--- src/rtl/config_frame_pkg.sv ---
// Shared types and field positions for the configuration frame writer.
package config_frame_pkg;

  typedef enum logic [2:0] {IDLE, HEADER, DATA, STROBE, HOLD} stateT;

  localparam int HdrDesyncBit = 31;
  localparam int HdrColMsb    = 30;
  localparam int HdrColLsb    = 23;
  localparam int HdrIdxMsb    = 20;
  localparam int HdrIdxLsb    = 16;
  localparam int IdxW         = HdrIdxMsb - HdrIdxLsb + 1;

  localparam logic [31:0] DefaultSyncWord = 32'hFAB0_FAB1;

  // Counter width for a range of n values, never narrower than one bit.
  function automatic int cntWidth(input int n);
    return (n > 1) ? $clog2(n) : 1;
  endfunction

endpackage

--- src/rtl/frame_strobe_gen.sv ---
// Drives one FrameStrobe line high for StrobeCycles clocks after a start pulse.
module frame_strobe_gen
  import config_frame_pkg::*;
#(
  parameter int MaxFramesPerCol = 20,
  parameter int StrobeCycles    = 2
) (
  input  logic                       CLK,
  input  logic                       resetn,
  input  logic [IdxW-1:0]            index,
  input  logic                       start,
  output logic [MaxFramesPerCol-1:0] frameStrobe,
  output logic                       done
);

  localparam int CntW = cntWidth(StrobeCycles);

  logic [CntW-1:0] cnt;
  logic            active;

  // done marks the final high cycle so the owner can leave STROBE on the same edge the line drops.
  assign done = active && (cnt == '0);

  always_ff @(posedge CLK or negedge resetn) begin
    if (!resetn) begin
      active      <= 1'b0;
      cnt         <= '0;
      frameStrobe <= '0;
    end else if (start) begin
      active <= 1'b1;
      cnt    <= CntW'(StrobeCycles - 1);
      for (int i = 0; i < MaxFramesPerCol; i++) begin
        frameStrobe[i] <= (int'(index) == i);
      end
    end else if (active) begin
      if (cnt == '0) begin
        active      <= 1'b0;
        frameStrobe <= '0;
      end else begin
        cnt <= cnt - 1'b1;
      end
    end
  end

endmodule

--- src/rtl/config_frame_writer.sv ---
// Configuration-port frame writer for one tile column: finds sync, parses headers,
// assembles row words into FrameData and pulses the addressed FrameStrobe line.
module config_frame_writer
  import config_frame_pkg::*;
#(
  parameter int          FrameBitsPerRow = 32,
  parameter int          MaxFramesPerCol = 20,
  parameter int          NumRows         = 2,
  parameter logic [7:0]  ColumnId        = 8'd0,
  parameter int          StrobeCycles    = 2,
  parameter logic [31:0] SyncWord        = DefaultSyncWord
) (
  input  logic                                CLK,
  input  logic                                resetn,
  input  logic [31:0]                         s_data,
  input  logic                                s_valid,
  output logic                                s_ready,
  output logic [NumRows*FrameBitsPerRow-1:0]  FrameData,
  output logic [MaxFramesPerCol-1:0]          FrameStrobe,
  output logic                                synced,
  output logic                                busy,
  output logic                                frame_err,
  output logic [15:0]                         frames_written
);

  localparam int RowCntW = cntWidth(NumRows);

  stateT              state;
  logic [RowCntW-1:0] rowCnt;
  logic [IdxW-1:0]    frameIdx;
  logic               frameMatch;
  logic               xfer;
  logic               lastRow;
  logic               idxOk;
  logic               strobeStart;
  logic               strobeDone;

  assign xfer        = s_valid && s_ready;
  assign lastRow     = (rowCnt == RowCntW'(NumRows - 1));
  assign idxOk       = (int'(frameIdx) < MaxFramesPerCol);
  assign strobeStart = (state == DATA) && xfer && lastRow && frameMatch && idxOk;
  assign busy        = !((state == IDLE) || (state == HEADER));

  frame_strobe_gen #(
    .MaxFramesPerCol(MaxFramesPerCol),
    .StrobeCycles   (StrobeCycles)
  ) strobeGen (
    .CLK        (CLK),
    .resetn     (resetn),
    .index      (frameIdx),
    .start      (strobeStart),
    .frameStrobe(FrameStrobe),
    .done       (strobeDone)
  );

  // s_ready is registered so it reads 0 while reset is held and rises on the first clock after.
  always_ff @(posedge CLK or negedge resetn) begin
    if (!resetn) begin
      state          <= IDLE;
      s_ready        <= 1'b0;
      synced         <= 1'b0;
      frame_err      <= 1'b0;
      frames_written <= '0;
      rowCnt         <= '0;
      frameIdx       <= '0;
      frameMatch     <= 1'b0;
      FrameData      <= '0;
    end else begin
      case (state)
        IDLE: begin
          s_ready <= 1'b1;
          if (xfer && (s_data == SyncWord)) begin
            state  <= HEADER;
            synced <= 1'b1;
          end
        end
        HEADER: begin
          s_ready <= 1'b1;
          if (xfer) begin
            if (s_data[HdrDesyncBit]) begin
              state  <= IDLE;
              synced <= 1'b0;
            end else begin
              state      <= DATA;
              rowCnt     <= '0;
              frameIdx   <= s_data[HdrIdxMsb:HdrIdxLsb];
              frameMatch <= (s_data[HdrColMsb:HdrColLsb] == ColumnId);
            end
          end
        end
        DATA: begin
          s_ready <= 1'b1;
          if (xfer) begin
            if (frameMatch) begin
              for (int r = 0; r < NumRows; r++) begin
                if (rowCnt == RowCntW'(r)) begin
                  FrameData[r*FrameBitsPerRow +: FrameBitsPerRow] <= s_data;
                end
              end
            end
            if (lastRow) begin
              rowCnt <= '0;
              if (frameMatch && idxOk) begin
                state          <= STROBE;
                s_ready        <= 1'b0;
                frames_written <= frames_written + 16'd1;
              end else begin
                state <= HEADER;
                if (frameMatch) begin
                  frame_err <= 1'b1;
                end
              end
            end else begin
              rowCnt <= rowCnt + 1'b1;
            end
          end
        end
        STROBE: begin
          s_ready <= 1'b0;
          if (strobeDone) begin
            state <= HOLD;
          end
        end
        HOLD: begin
          s_ready <= 1'b1;
          state   <= HEADER;
        end
        default: begin
          s_ready <= 1'b0;
          state   <= IDLE;
        end
      endcase
    end
  end

endmodule
--- config.mk ---
export PLATFORM = sky130hd
export DESIGN_NAME = config_frame_writer
export DESIGN_NICKNAME = d
export VERILOG_FILES = /design/src/rtl/config_frame_pkg.sv /design/src/rtl/frame_strobe_gen.sv /design/src/rtl/config_frame_writer.sv
export SDC_FILE = /design/constraint.sdc
export NUM_CORES = 1
export LEC_CHECK = 0
export BUFFER_PORTS_ARGS = -buffer_cell sky130_fd_sc_hd__buf_4
export CORE_MARGIN = 1
export CORE_UTILIZATION = 45
export DETAILED_ROUTE_END_ITERATION = 8
export GPL_TIMING_DRIVEN = 0
export PLACE_DENSITY_LB_ADDON = 0.1
export SLEW_MARGIN = 20
export SYNTH_ARGS = -nofsm -noshare
export SYNTH_HDL_FRONTEND = slang
export SYNTH_SLANG_ARGS = --single-unit
--- constraint.sdc ---
create_clock -name CLK -period 2.1 [get_ports CLK]
set_input_delay 0.105 -clock CLK [delete_from_list [all_inputs] [get_ports CLK]]
set_output_delay 0.105 -clock CLK [all_outputs]
set_load 0.02 [all_outputs]
==> results.txt, run 1 <==
----------------------------------------------------
[Routing]
  # DRC ... 0
  Iteration count of the initial detailed-routing pass ... 4
  Routed Wire Length ... around 12 mm
  Antenna-violating nets left ... 0
  Number of violations reported at the end of detailed-routing iteration 0 ... roughly 150
  Vias ... approximately 3800
  DR vias/cell ... between 5 and 6
  Wire length per cell ... between 15 and 20 um

[Floorplanning]
  Number of top-level pins ... ~140
  CORE AREA ... between 10000 and 15000 um^2
  Die Height ... 106 um
  Die outline width ... 106 um
  Initial cell density of the core ... 46.5%
  Floorplan row count ... 37
  Die Outline Area ... approximately 11000 um^2

[Timing]
  Relative max-transition margin ... between 60% and 70%
  Count of pins over their slew limit ... 0
  Hold_ws ... about 0.11 ns
  Crit share post-route ... 87.9%
  Period minus WS final ... around 1.8 ns
  Slew at the pin with the worst max-slew slack ... ~0.54 ns
  Unrepaired setup endpoints after global routing ... false
  Number of setup violations in the final report ... 0
  Final hold violations ... 0
  Accumulated negative setup slack ... 0 ns
  Setup clock skew after layout ... roughly 0.0069 ns
  Maximum operating frequency ... between 500 and 600 MHz

[Global route]
  Largest net degree at the start of global routing ... between 60 and 70
  Overall fraction of global-route tracks in use ... approximately 23%
  Number of antenna violations at the first check in global routing ... 0
  Overflow left after global routing ... 0
  First-pass GRT wire length ... about 20 mm
  Number of global-route vias before repair ... approximately 3900

[Yosys]
  Cell count after synthesis ... 410
  Distinct cell type count after synthesis ... 50
  Sequential fraction of the synthesis area ... ~60%
  Syn. warnings ... 0
  Yosys reg bits ... 115
  Syn Nets ... approximately 450
  Post-Synthesis Mean Instance Area ... around 12 um^2
  Post-Synthesis Cell Area ... 4820 um^2

[Cells and area]
  Ant diodes ... 0
  Area added between synthesis and finish ... 45.6%
  Layout cells sized above 1 ... between 30 and 40%
  Final Instance Area ... 7020 um^2
  Most common library cell in the layout ignoring fill and taps ... sky130_fd_sc_hd__buf_4
  Layout Nets ... 637
  Final cell count without fillers ... roughly 750
  Leading cell types in the layout, fill and taps excluded ... sky130_fd_sc_hd__buf_4 (142), sky130_fd_sc_hd__dfrtp_1 (115), sky130_fd_sc_hd__nand2_1 (114)

[Worst setup path]
  Cell repeated most along the worst path ... sky130_fd_sc_hd__buf_4
  Kind of end point of the critical path ... flip-flop
  Type of the worst setup path ... flip-flop to flip-flop
  Slowest cell on crit path ... sky130_fd_sc_hd__mux2_2
  Cell family with the largest share of critical-path delay ... simple AND/OR/NAND/NOR gates
  Arrival @ worst endpoint ... approximately 2.2 ns
  Worst reg-to-reg setup slack ... ~0.25 ns
  Data required time at the worst endpoint ... roughly 2.5 ns
  Crit path cell chain ... buf_4, nand4bb_4, nor3_4, buf_4, mux2_2
  Critical path's largest stage delay ... ~0.36 ns
  CP Launch Type ... flip-flop
  Maximum fanout encountered on the critical timing path ... 10
  Combined buffer and inverter count along the critical path ... 2

[Clock network]
  Total CTS buffers ... 17
  Clock transition at the registers of the reported paths ... around 0.06 ns
  Clock latency reported for the late side of the worst-skew pair ... around 0.5 ns
  Number of buffers inserted for hold repair after clock tree synthesis ... 33
  Buffers inserted during post-CTS setup optimization ... 0
  CTS root buf ... sky130_fd_sc_hd__clkbuf_8
  Maximum level of the CTS H-tree ... 4
  CTS tree ... done
  Maximum count of clock buffers along a single path ... 2
  Number of cells upsized or downsized after cts ... 0
  Number of sinks driven by the clock tree ... 115

[Pwr]
  Maximum vdd ir drop ... about 420 uV
  Leakage dissipation ... 3.67 nW
  Total power divided by cell area ... a little under 800 nW/um^2

[Run]
  Max-cap check violation count ... 0

[Min path]
  Type of the tightest min-delay check ... input port to asynchronous set/reset pin

[Placement]
  Half-perimeter wire length of the detailed placement result ... 8.30 mm
  Placed inst area ... approximately 6000 um^2
  Placed cell count ... 685
  Final weighted congestion in routability-driven placement ... between 0.8 and 0.9
  Count of port buffers added during placement ... between 100 and 150

[Outcome]
  Run status ... finished clean

----------------------------------------------------
## through the flow
step | setup slack, ns | power, mW | utilization, %
final | 0.253 | 5.42 | 67.7
after global routing | 0.161 | 5.60 | 67.7
after CTS | 0.244 | 5.48 | 67.7
after detailed placement | 0.238 | 2.40 | 58.4
after global placement | 0.241 | 2.39 | 58.1
after floorplan | 0.465 | 2.27 | -
## state kept, by name, summed over array words and instances (netlist names)
register / count
frame_err: 1
frames_written: 16
strobeGen.active: 1
state: 3
strobeGen.frameStrobe: 20
FrameData: 64
frameIdx: 5
strobeGen.cnt: 1
s_ready: 1
lastRow: 1
frameMatch: 1
synced: 1
## worst paths after layout
| kind | from | end | depth (start not counted) |
|---|---|---|---|
| worst min-delay path | resetn | strobeGen.frameStrobe[12] | 2 |
| max in group asynchronous | resetn | FrameData[30] | 3 |
| worst min register to register | frame_err | frame_err | 1 |
| worst max-delay path | state[2] | FrameData[3] | 5 |
| worst max register to register | state[2] | FrameData[3] | 5 |
| min in group CLK | s_valid | frames_written[0] | 4 |
## synth_stat cells, drive strengths merged
library cell / count / share of area, %
a21o: 1 / 0.16
a2bb2o: 1 / 0.21
a2bb2oi: 1 / 0.18
a311o: 1 / 0.21
a311oi: 2 / 0.36
a31oi: 2 / 0.26
a32o: 4 / 0.83
and2: 2 / 0.26
and3: 1 / 0.13
and4: 1 / 0.18
and4b: 2 / 0.42
and4bb: 1 / 0.26
buf: 13 / 1.7
clkbuf: 3 / 0.23
dfrtp: 115 / 60
ha: 1 / 0.26
inv: 10 / 0.78
mux2: 36 / 8.4
nand2: 114 / 8.9
nand3: 9 / 0.93
nand3b: 1 / 0.16
nand4: 9 / 1.5
nand4b: 2 / 0.36
nand4bb: 2 / 0.80
nor2: 8 / 0.73
nor2b: 2 / 0.26
nor3: 12 / 1.7
nor3b: 1 / 0.26
nor4: 8 / 1.8
nor4b: 2 / 0.67
nor4bb: 1 / 0.21
o211ai: 2 / 0.31
o21a: 2 / 0.31
o21ai: 5 / 0.60
o22a: 1 / 0.18
o2bb2ai: 15 / 2.7
o32a: 1 / 0.21
o41ai: 1 / 0.18
xnor2: 4 / 0.73
xor2: 11 / 2.0
## metal layers
metal	track usage, %	up-vias	wire length [um]
li1	-	1812	-
met1	28.7	1902	5110
met2	38.2	102	6100
met3	6.62	8	631
met4	7.94	0	104
met5	0	-	0
## report_power, final
group          total, mW  internal, mW  switching (mW)
clock network       3.02          2.07           0.947
logic              0.186        0.0933          0.0924
registers           2.22          2.22     0.000000191
total               5.42          4.38            1.04
## layout make-up
class,instances,area [um^2]
Buffer,16,95.1
Clock inverter,8,149
Inverter,10,37.5
Multi-Input combinational cell,269,1810
Timing Repair Buffer,172,1400
Tap cell,136,170
Sequential cell,115,2880
Clock buffer,22,483
Fill cell,805,3350
## kinds of logic after synthesis
group / Yosys count / share of synthesized area (%)
muxes: 36 / 8.40
and+or+nand+nor: 178 / 19.5
AOI/OAI and AO/OA: 39 / 6.72
xor gates and xnor gates: 15 / 2.72
adders and majority gates: 1 / 0.259
DFF: 115 / 59.7
buffers and inverters: 26 / 2.75
(Power assumes the default switching activity.)
==> run 2: changes to the inputs <==
--- a/config.mk
+++ b/config.mk
@@ -14,4 +14,5 @@
 export SLEW_MARGIN = 20
 export SYNTH_ARGS = -nofsm -noshare
 export SYNTH_HDL_FRONTEND = slang
+export SYNTH_HIERARCHICAL = 1
 export SYNTH_SLANG_ARGS = --single-unit
==> run 2 against run 1 <==
  * Via count decreased by 6.1%
  * Flip-flop and latch count unchanged
  * Cell count is 7.0% lower
  * Clock-buffer cell count is the same
  * Utilization up 0.26 points
  * Total power up 12%
  * Design area increased by 1.7%
  * Largest power group unchanged
==> results.txt, run 2 <==
----------------------------------------------------
[Worst setup path]
  Startpoint of the lowest-slack register-to-register path ... state[2]
  Crit path cell chain ... buf_2, nand4b_4, nor2_2, buf_2, mux2_2
  Data required time at the worst endpoint ... 2.49 ns (about the same)
  Maximum fanout encountered on the critical timing path ... 10 (unchanged)
  Kind of end point of the critical path ... flip-flop
  CP Launch Type ... flip-flop
  CP Launch Point ... state[2]
  Type of the worst setup path ... flip-flop to flip-flop
  Arrival @ worst endpoint ... 2.29 ns (+0.05 ns)
  Length in cells of the worst reg-to-reg path ... 5 (unchanged)
  Slowest cell on crit path ... sky130_fd_sc_hd__mux2_2
  Cell repeated most along the worst path ... sky130_fd_sc_hd__buf_2
  Critical path's largest stage delay ... 0.37 ns (about the same)

[Floorplanning]
  Die Height ... 107 um (+1.4%)
  Initial cell density of the core ... 47.2% (+0.73 points)
  Die outline width ... 107 um (+1.4%)
  Number of top-level pins ... 139 (unchanged)
  CORE AREA ... 10500 um^2 (+1.3%)
  Floorplan row count ... 37 (unchanged)
  Die Outline Area ... 11500 um^2 (+2.9%)

[Cells and area]
  Most common library cell in the layout ignoring fill and taps ... sky130_fd_sc_hd__buf_4
  Ant diodes ... 0 (unchanged)
  Leading cell types in the layout, fill and taps excluded ... sky130_fd_sc_hd__buf_4 (139), sky130_fd_sc_hd__dfrtp_1 (115), sky130_fd_sc_hd__mux2_2 (40)
  Layout cells sized above 1 ... 47.1% (+9.6 points)
  Most flop-heavy register ... FrameData
  Final Instance Area ... 7140 um^2 (+1.7%)
  Max FFs per register ... 64 (unchanged)
  Layout Nets ... 583 (-8.5%)
  Largest registers ranked by flip-flop count ... FrameData x64, strobeGen/frameStrobe x20, frames_written x16
  Area added between synthesis and finish ... 43.9%

[Routing]
  Wire length per cell ... 16.3 um (+2.1%)
  Iteration count of the initial detailed-routing pass ... 4 (unchanged)
  Vias ... 3590 (-6.1%)
  Number of violations reported at the end of detailed-routing iteration 0 ... 121 (-19%)
  Antenna-violating nets left ... 0 (unchanged)
  # DRC ... 0 (unchanged)
  DR vias/cell ... 5.16 (+0.89%)
  Routed Wire Length ... 11.4 mm (-5.0%)

[Pwr]
  Total power divided by cell area ... 851 nW/um^2 (+10%)
  Maximum vdd ir drop ... 491 uV (+17%)
  Clock Power Share ... 47.3% (-8.3 points)
  Net Sw Frac ... 24.5% (+5.3 points)
  Internal power component ... 4.59 mW (+4.8%)
  Share of power burned in registers ... 40.5% (-0.4 points)
  Leakage dissipation ... 3.77 nW (+2.7%)
  Share of power burned in combinational logic ... 12.2% (+8.8 points)
  NetSw ... 1.49 mW (+43%)

[Yosys]
  Cell count after synthesis ... 355 (-13%)
  Yosys reg bits ... 115 (unchanged)
  Post-Synthesis Cell Area ... 4960 um^2 (+2.9%)
  Syn Nets ... 391 (-12%)
  Commonest cells in the netlist ... sky130_fd_sc_hd__dfrtp_1 (115), sky130_fd_sc_hd__mux2_2 (40), sky130_fd_sc_hd__mux2_4 (30)
  Syn. warnings ... 6 (+6)
  Post-Synthesis Mean Instance Area ... 14.0 um^2 (+19%)
  FFs w/ async S/R, synth ... 100% (unchanged)
  Sequential fraction of the synthesis area ... 58.0% (-1.7 points)
  Distinct cell type count after synthesis ... 51 (+2.0%)
  Cell with the most instances after synthesis ... sky130_fd_sc_hd__dfrtp_1
  Top cell type's share of synthesized area ... 58.0% (-1.7 points)
  Post-synthesis cell type with the largest combined area ... sky130_fd_sc_hd__dfrtp_1
  Post-synth top flop ... sky130_fd_sc_hd__dfrtp_1
  Number of synthesized flops with an enable pin ... 0 (unchanged)
  Area contributors post-synth ... sky130_fd_sc_hd__dfrtp_1 (58%), sky130_fd_sc_hd__mux2_2 (9.1%), sky130_fd_sc_hd__mux2_4 (9.1%), sky130_fd_sc_hd__o32ai_1 (3.5%), sky130_fd_sc_hd__xnor2_1 (2.3%)

[Outcome]
  Run status ... finished clean

[Timing]
  Period minus WS final ... 1.90 ns (+0.0508 ns)
  Accumulated negative setup slack ... 0 ns (unchanged)
  Setup clock skew after layout ... 0.00939 ns (+0.00253 ns)
  Slew at the pin with the worst max-slew slack ... 0.618 ns (+0.0758 ns)
  Unrepaired setup endpoints after global routing ... false
  Final hold violations ... 0 (unchanged)
  Crit share post-route ... 90.4% (+2.4 points)
  Count of pins over their slew limit ... 0 (unchanged)
  Relative max-transition margin ... 58.4% (-5.4 points)
  Maximum operating frequency ... 527 MHz (-2.7%)
  Number of setup violations in the final report ... 0 (unchanged)

[Global route]
  Number of antenna violations at the first check in global routing ... 0 (unchanged)
  Overall fraction of global-route tracks in use ... 21.5% (-1.5 points)
  GR met3 Demand/Resource ... 6.99% (+0.37 points)
  Most heavily used metal layer in global routing ... met2
  Largest net degree at the start of global routing ... 73 (+9.0%)
  Number of global-route vias before repair ... 3765 (-2.8%)
  First-pass GRT wire length ... 18.8 mm (-4.4%)
  Met1 track demand over resource ... 26.9% (-1.8 points)
  Fraction of met2 tracks used by global routing ... 35.3% (-2.9 points)
  Overflow left after global routing ... 0 (unchanged)

[Clock network]
  CTS root buf ... sky130_fd_sc_hd__clkbuf_8
  Clock transition at the registers of the reported paths ... 0.05 ns (about the same)
  Clock latency reported for the late side of the worst-skew pair ... 0.51 ns (about the same)
  Maximum level of the CTS H-tree ... 4 (unchanged)
  Number of sinks driven by the clock tree ... 115 (unchanged)
  Maximum count of clock buffers along a single path ... 2 (unchanged)
  Total CTS buffers ... 17 (unchanged)
  CTS tree ... done

[Placement]
  Final weighted congestion in routability-driven placement ... 0.788 (-5.9%)
  Half-perimeter wire length of the detailed placement result ... 7.86 mm (-5.3%)
  Count of port buffers added during placement ... 138 (unchanged)
  Placed inst area ... 6200 um^2 (+2.3%)

[Min path]
  Type of the tightest min-delay check ... input port to flip-flop
  Launch point of the worst hold path ... s_valid
  Worst hold stages ... 4

[Run]
  Max-cap check violation count ... 0 (unchanged)

----------------------------------------------------
==> run 2: final cells by class <==
| cell class | count | area, um^2 |
|---|---|---|
| fillers | 772 | 3360 |
| flip-flops and latches | 115 | 2880 |
| multi-input cells | 201 | 1880 |
| repair buffers | 173 | 1410 |
| clock buffers | 22 | 433 |
| well taps | 136 | 170 |
| clock inverters | 10 | 158 |
| plain buffers | 15 | 128 |
| inverters | 24 | 90.1 |
==> run 2: worst paths after layout <==
| path | end | slack, ns |
|---|---|---|
| worst max-delay path | FrameData[50] | 0.20 |
| worst min-delay path | lastRow | 0.03 |
| worst max register to register | FrameData[50] | 0.20 |
| worst min register to register | frames_written[15] | 0.48 |
| max in group asynchronous | FrameData[11] | 1.32 |
| min in group asynchronous | strobeGen/frameStrobe[0] | 0.08 |
==> run 2: logic make-up (layout without fill, tap and decap cells) <==
| family | Yosys count | count (layout) | synth area share, % |
|---|---|---|---|
| adders and majority gates | 1 | 1 | 0.252 |
| muxes | 70 | 70 | 18.1 |
| DFF | 115 | 115 | 58.0 |
| buffers and inverters | 39 | 244 | 4.39 |
| xor gates and xnor gates | 15 | 15 | 2.65 |
| and+or+nand+nor | 78 | 78 | 10.6 |
| AOI/OAI and AO/OA | 37 | 37 | 6.02 |
==> run 2: worst max-delay path, delay by kind of cell (launching register included) <==
kind | cells | cell delay [ns]
buf+inv | 2 | 0.49
flops | 1 | 0.35
mux | 1 | 0.37
simple gates | 2 | 0.56
==> run 2: power groups by stage <==
stage	registers [mW]	logic, mW	clock network [mW]
2_1_floorplan	2.49	0.383	0
3_3_place_gp	2.49	0.667	0
3_5_place_dp	2.50	0.688	0
5_1_grt	2.48	0.810	3.06
6_report	2.46	0.744	2.88
4_1_cts	2.46	0.747	2.94
==> run 2: what timing repair did <==
item,4_1_cts,5_1_grt
hold buffers,33,0
hold endpoints to repair,186,0
endpoints found under the setup margin,22,2
resized for setup,3,0
pin swaps,0,1
setup buffers,0,1
==> run 2: metal layers <==
| layer | share of wire (%) | wire length, um |
|---|---|---|
| met4 | 0.71 | 81 |
| met5 | 0 | 0 |
| met2 | 49 | 5520 |
| met1 | 44 | 5010 |
| met3 | 6.5 | 736 |
==> run 2: per-stage QoR <==
stage / hold slack, ns / util, % / std cells / setup WS (ns) / total power, mW
2_1_floorplan: -0.191 / - / 355 / 0.0849 / 2.88
3_3_place_gp: 0.353 / 58.7 / 629 / -0.211 / 3.15
3_5_place_dp: 0.0539 / 59.0 / 630 / -0.270 / 3.18
4_1_cts: 0.00452 / 67.9 / 695 / 0.0549 / 6.14
5_1_grt: 0.0468 / 68.0 / 696 / 0.0458 / 6.35
6_report: 0.0255 / 68.0 / 696 / 0.203 / 6.08
==> run 3: changes to the inputs <==
==> constraint.sdc (replaced) <==
create_clock -name CLK -period 2.3 [get_ports CLK]
set_input_delay 0.115 -clock CLK [delete_from_list [all_inputs] [get_ports CLK]]
set_output_delay 0.115 -clock CLK [all_outputs]
set_load 0.02 [all_outputs]
==> run 3 against run 2 <==
  * First-iteration DRC count shrank 4.1%
  * Largest cell class unchanged
  * Total power is 8.7% lower
  * Largest power group unchanged
  * Register-to-register slack better by 0.03 ns
  * Highest routed layer unchanged
  * Critical path type unchanged
==> results.txt, run 3 (synthesized netlist as in run 2, its figures left out) <==
----------------------------------------------------
[Global route]
  Overflow left after global routing ... 0 (unchanged)
  First-pass GRT wire length ... 18.8 mm (-0.15%)
  Largest net degree at the start of global routing ... 73 (unchanged)
  Number of global-route vias before repair ... 3760 (-0.13%)
  Number of antenna violations at the first check in global routing ... 0 (unchanged)
  Overall fraction of global-route tracks in use ... 21.4% (-0.029 points)

[Placement]
  Half-perimeter wire length of the detailed placement result ... 7.86 mm (unchanged)
  Final weighted congestion in routability-driven placement ... 0.788 (unchanged)
  Count of port buffers added during placement ... 138 (unchanged)

[Cells and area]
  Max FFs per register ... 64 (unchanged)
  Sequential cell area in the final layout ... 2880 um^2 (unchanged)
  Largest registers ranked by flip-flop count ... FrameData x64, strobeGen/frameStrobe x20, frames_written x16
  Layout Nets ... 582 (-0.17%)
  Filler cells ... 776 (+0.52%)
  Post-route core utilization ... 67.9% (-0.095 points)
  Most flop-heavy register ... FrameData
  Ant diodes ... 0 (unchanged)
  Multi-input logic area ... 1880 um^2 (-0.13%)
  Area added between synthesis and finish ... 43.7%
  Leading cell types in the layout, fill and taps excluded ... sky130_fd_sc_hd__buf_4 (138), sky130_fd_sc_hd__dfrtp_1 (115), sky130_fd_sc_hd__mux2_2 (40)
  Layout cells sized above 1 ... 46.9% (-0.27 points)
  Most common library cell in the layout ignoring fill and taps ... sky130_fd_sc_hd__buf_4

[Floorplanning]
  Floorplan row count ... 37 (unchanged)
  Die outline width ... 107 um (unchanged)
  Initial cell density of the core ... 47.2% (unchanged)
  Number of top-level pins ... 139 (unchanged)
  Die Outline Area ... 11500 um^2 (unchanged)
  CORE AREA ... 10500 um^2 (unchanged)
  Die Height ... 107 um (unchanged)

[Routing]
  Number of violations reported at the end of detailed-routing iteration 0 ... 116 (-4.1%)
  # DRC ... 0 (unchanged)
  Antenna-violating nets left ... 0 (unchanged)
  Vias ... 3592 (+0.056%)
  Wire length per cell ... 16.3 um (+0.24%)
  Iteration count of the initial detailed-routing pass ... 4 (unchanged)
  Routed Wire Length ... 11.4 mm (about the same)
  DR vias/cell ... 5.17 (+0.20%)

[Worst setup path]
  Length in cells of the worst reg-to-reg path ... 5 (unchanged)
  Crit path cell chain ... o21a_1, nor3_4, buf_2, or3b_1, o32ai_1
  Critical path's largest stage delay ... 0.45 ns (+0.08 ns)
  CP Launch Type ... flip-flop
  Arrival @ worst endpoint ... 2.47 ns (+0.18 ns)
  Kind of end point of the critical path ... flip-flop
  Data required time at the worst endpoint ... 2.70 ns (+0.21 ns)
  Type of the worst setup path ... flip-flop to flip-flop
  Worst reg-to-reg setup slack ... 0.24 ns (+0.03 ns)
  Maximum fanout encountered on the critical timing path ... 10 (unchanged)
  Slowest cell on crit path ... sky130_fd_sc_hd__dfrtp_1

[Clock network]
  CTS root buf ... sky130_fd_sc_hd__clkbuf_8
  Clock transition at the registers of the reported paths ... 0.05 ns (about the same)
  Maximum level of the CTS H-tree ... 4 (unchanged)
  CTS tree ... done
  Clock latency reported for the late side of the worst-skew pair ... 0.51 ns (about the same)
  Number of sinks driven by the clock tree ... 115 (unchanged)
  Total CTS buffers ... 17 (unchanged)
  Maximum count of clock buffers along a single path ... 2 (unchanged)

[Pwr]
  Leakage dissipation ... 3.76 nW (-0.20%)
  Total power divided by cell area ... 779 nW/um^2 (-8.5%)
  Maximum vdd ir drop ... 450 uV (-8.4%)
  Total chip power ... 5.55 mW (-8.7%)

[Timing]
  Unrepaired setup endpoints after global routing ... false
  Number of setup violations in the final report ... 0 (unchanged)
  Count of pins over their slew limit ... 0 (unchanged)
  Crit share post-route ... 89.7% (-0.65 points)
  Slew at the pin with the worst max-slew slack ... 0.629 ns (+0.0106 ns)
  Final hold violations ... 0 (unchanged)
  Period minus WS final ... 2.06 ns (+0.166 ns)
  Setup clock skew after layout ... 0.00854 ns (-0.000849 ns)
  Maximum operating frequency ... 485 MHz (-8.0%)
  Hold_ws ... 0.0327 ns (+0.00718 ns)
  Relative max-transition margin ... 57.7% (-0.71 points)

[Run]
  Max-cap check violation count ... 0 (unchanged)

[Min path]
  Worst hold stages ... 4 (unchanged)
  Type of the tightest min-delay check ... input port to flip-flop

[Outcome]
  Run status ... finished clean

----------------------------------------------------
-- run 3: cell types whose count changed in the layout (fill, tap and decap cells not counted) --
cell	before	now
sky130_fd_sc_hd__nor2_2	1	0
sky130_fd_sc_hd__buf_4	139	138
sky130_fd_sc_hd__nor2_1	7	8
-- run 3: layer usage --
metal / GRT usage, % / up-vias / share of wire, %
met4: 6.75 / 0 / 0.84
li1: - / 1677 / -
met5: 0 / - / 0
met3: 6.99 / 12 / 6.2
met2: 35.2 / 113 / 49
met1: 26.9 / 1790 / 44
-- run 3: worst paths after layout --
check | start | to
min reg2reg | frames_written[15] | frames_written[15]
max in group asynchronous | resetn | FrameData[11]
min | s_valid | lastRow
max reg2reg | frameIdx[3] | strobeGen/frameStrobe[2]
max | frameIdx[3] | strobeGen/frameStrobe[2]
min in group asynchronous | resetn | strobeGen/frameStrobe[0]
-- run 3: where the power goes --
group / internal, mW / total, mW / switching (mW)
Clock: 1.75 / 2.63 / 0.878
Sequential: 2.12 / 2.25 / 0.129
Combinational: 0.323 / 0.679 / 0.355
Total: 4.19 / 5.55 / 1.36
-- run 3: per-stage QoR --
| stage | std cells | cell area [um^2] | setup TNS [ns] | setup WS (ns) |
|---|---|---|---|---|
| finish | 695 | 7130 | 0 | 0.237 |
| floorplan | 355 | 4960 | 0 | 0.285 |
| global placement | 629 | 6170 | -0.0174 | -0.0105 |
| CTS | 695 | 7130 | 0 | 0.156 |
| global route | 695 | 7130 | 0 | 0.110 |
| detailed placement | 630 | 6200 | -0.125 | -0.0697 |
-- run 3: worst max-delay path: cells and delay by family, from the launching register on --
family	cells	cell delay, ns
DFF	1	0.45
AOI/OAI and AO/OA	2	0.49
buffers and inverters	1	0.27
and+or+nand+nor	2	0.76
-- run 3: final cells by class --
cell class | instances | area share [%]
sequential | 115 | 40.3
multi-input combinational | 201 | 26.4
timing repair buffer | 172 | 19.6
clock buffer | 22 | 6.07
tap | 136 | 2.39
clock inverter | 10 | 2.21
buffer | 15 | 1.79
inverter | 24 | 1.26
-- run 3: what timing repair did --
item                                    in CTS  in global routing
resized for setup                            1                  1
hold buffers                                33                  0
gates cloned                                 0                  0
endpoints found under the setup margin       2                  1
hold endpoints to repair                   186                  0
buffers inserted                             0                  0
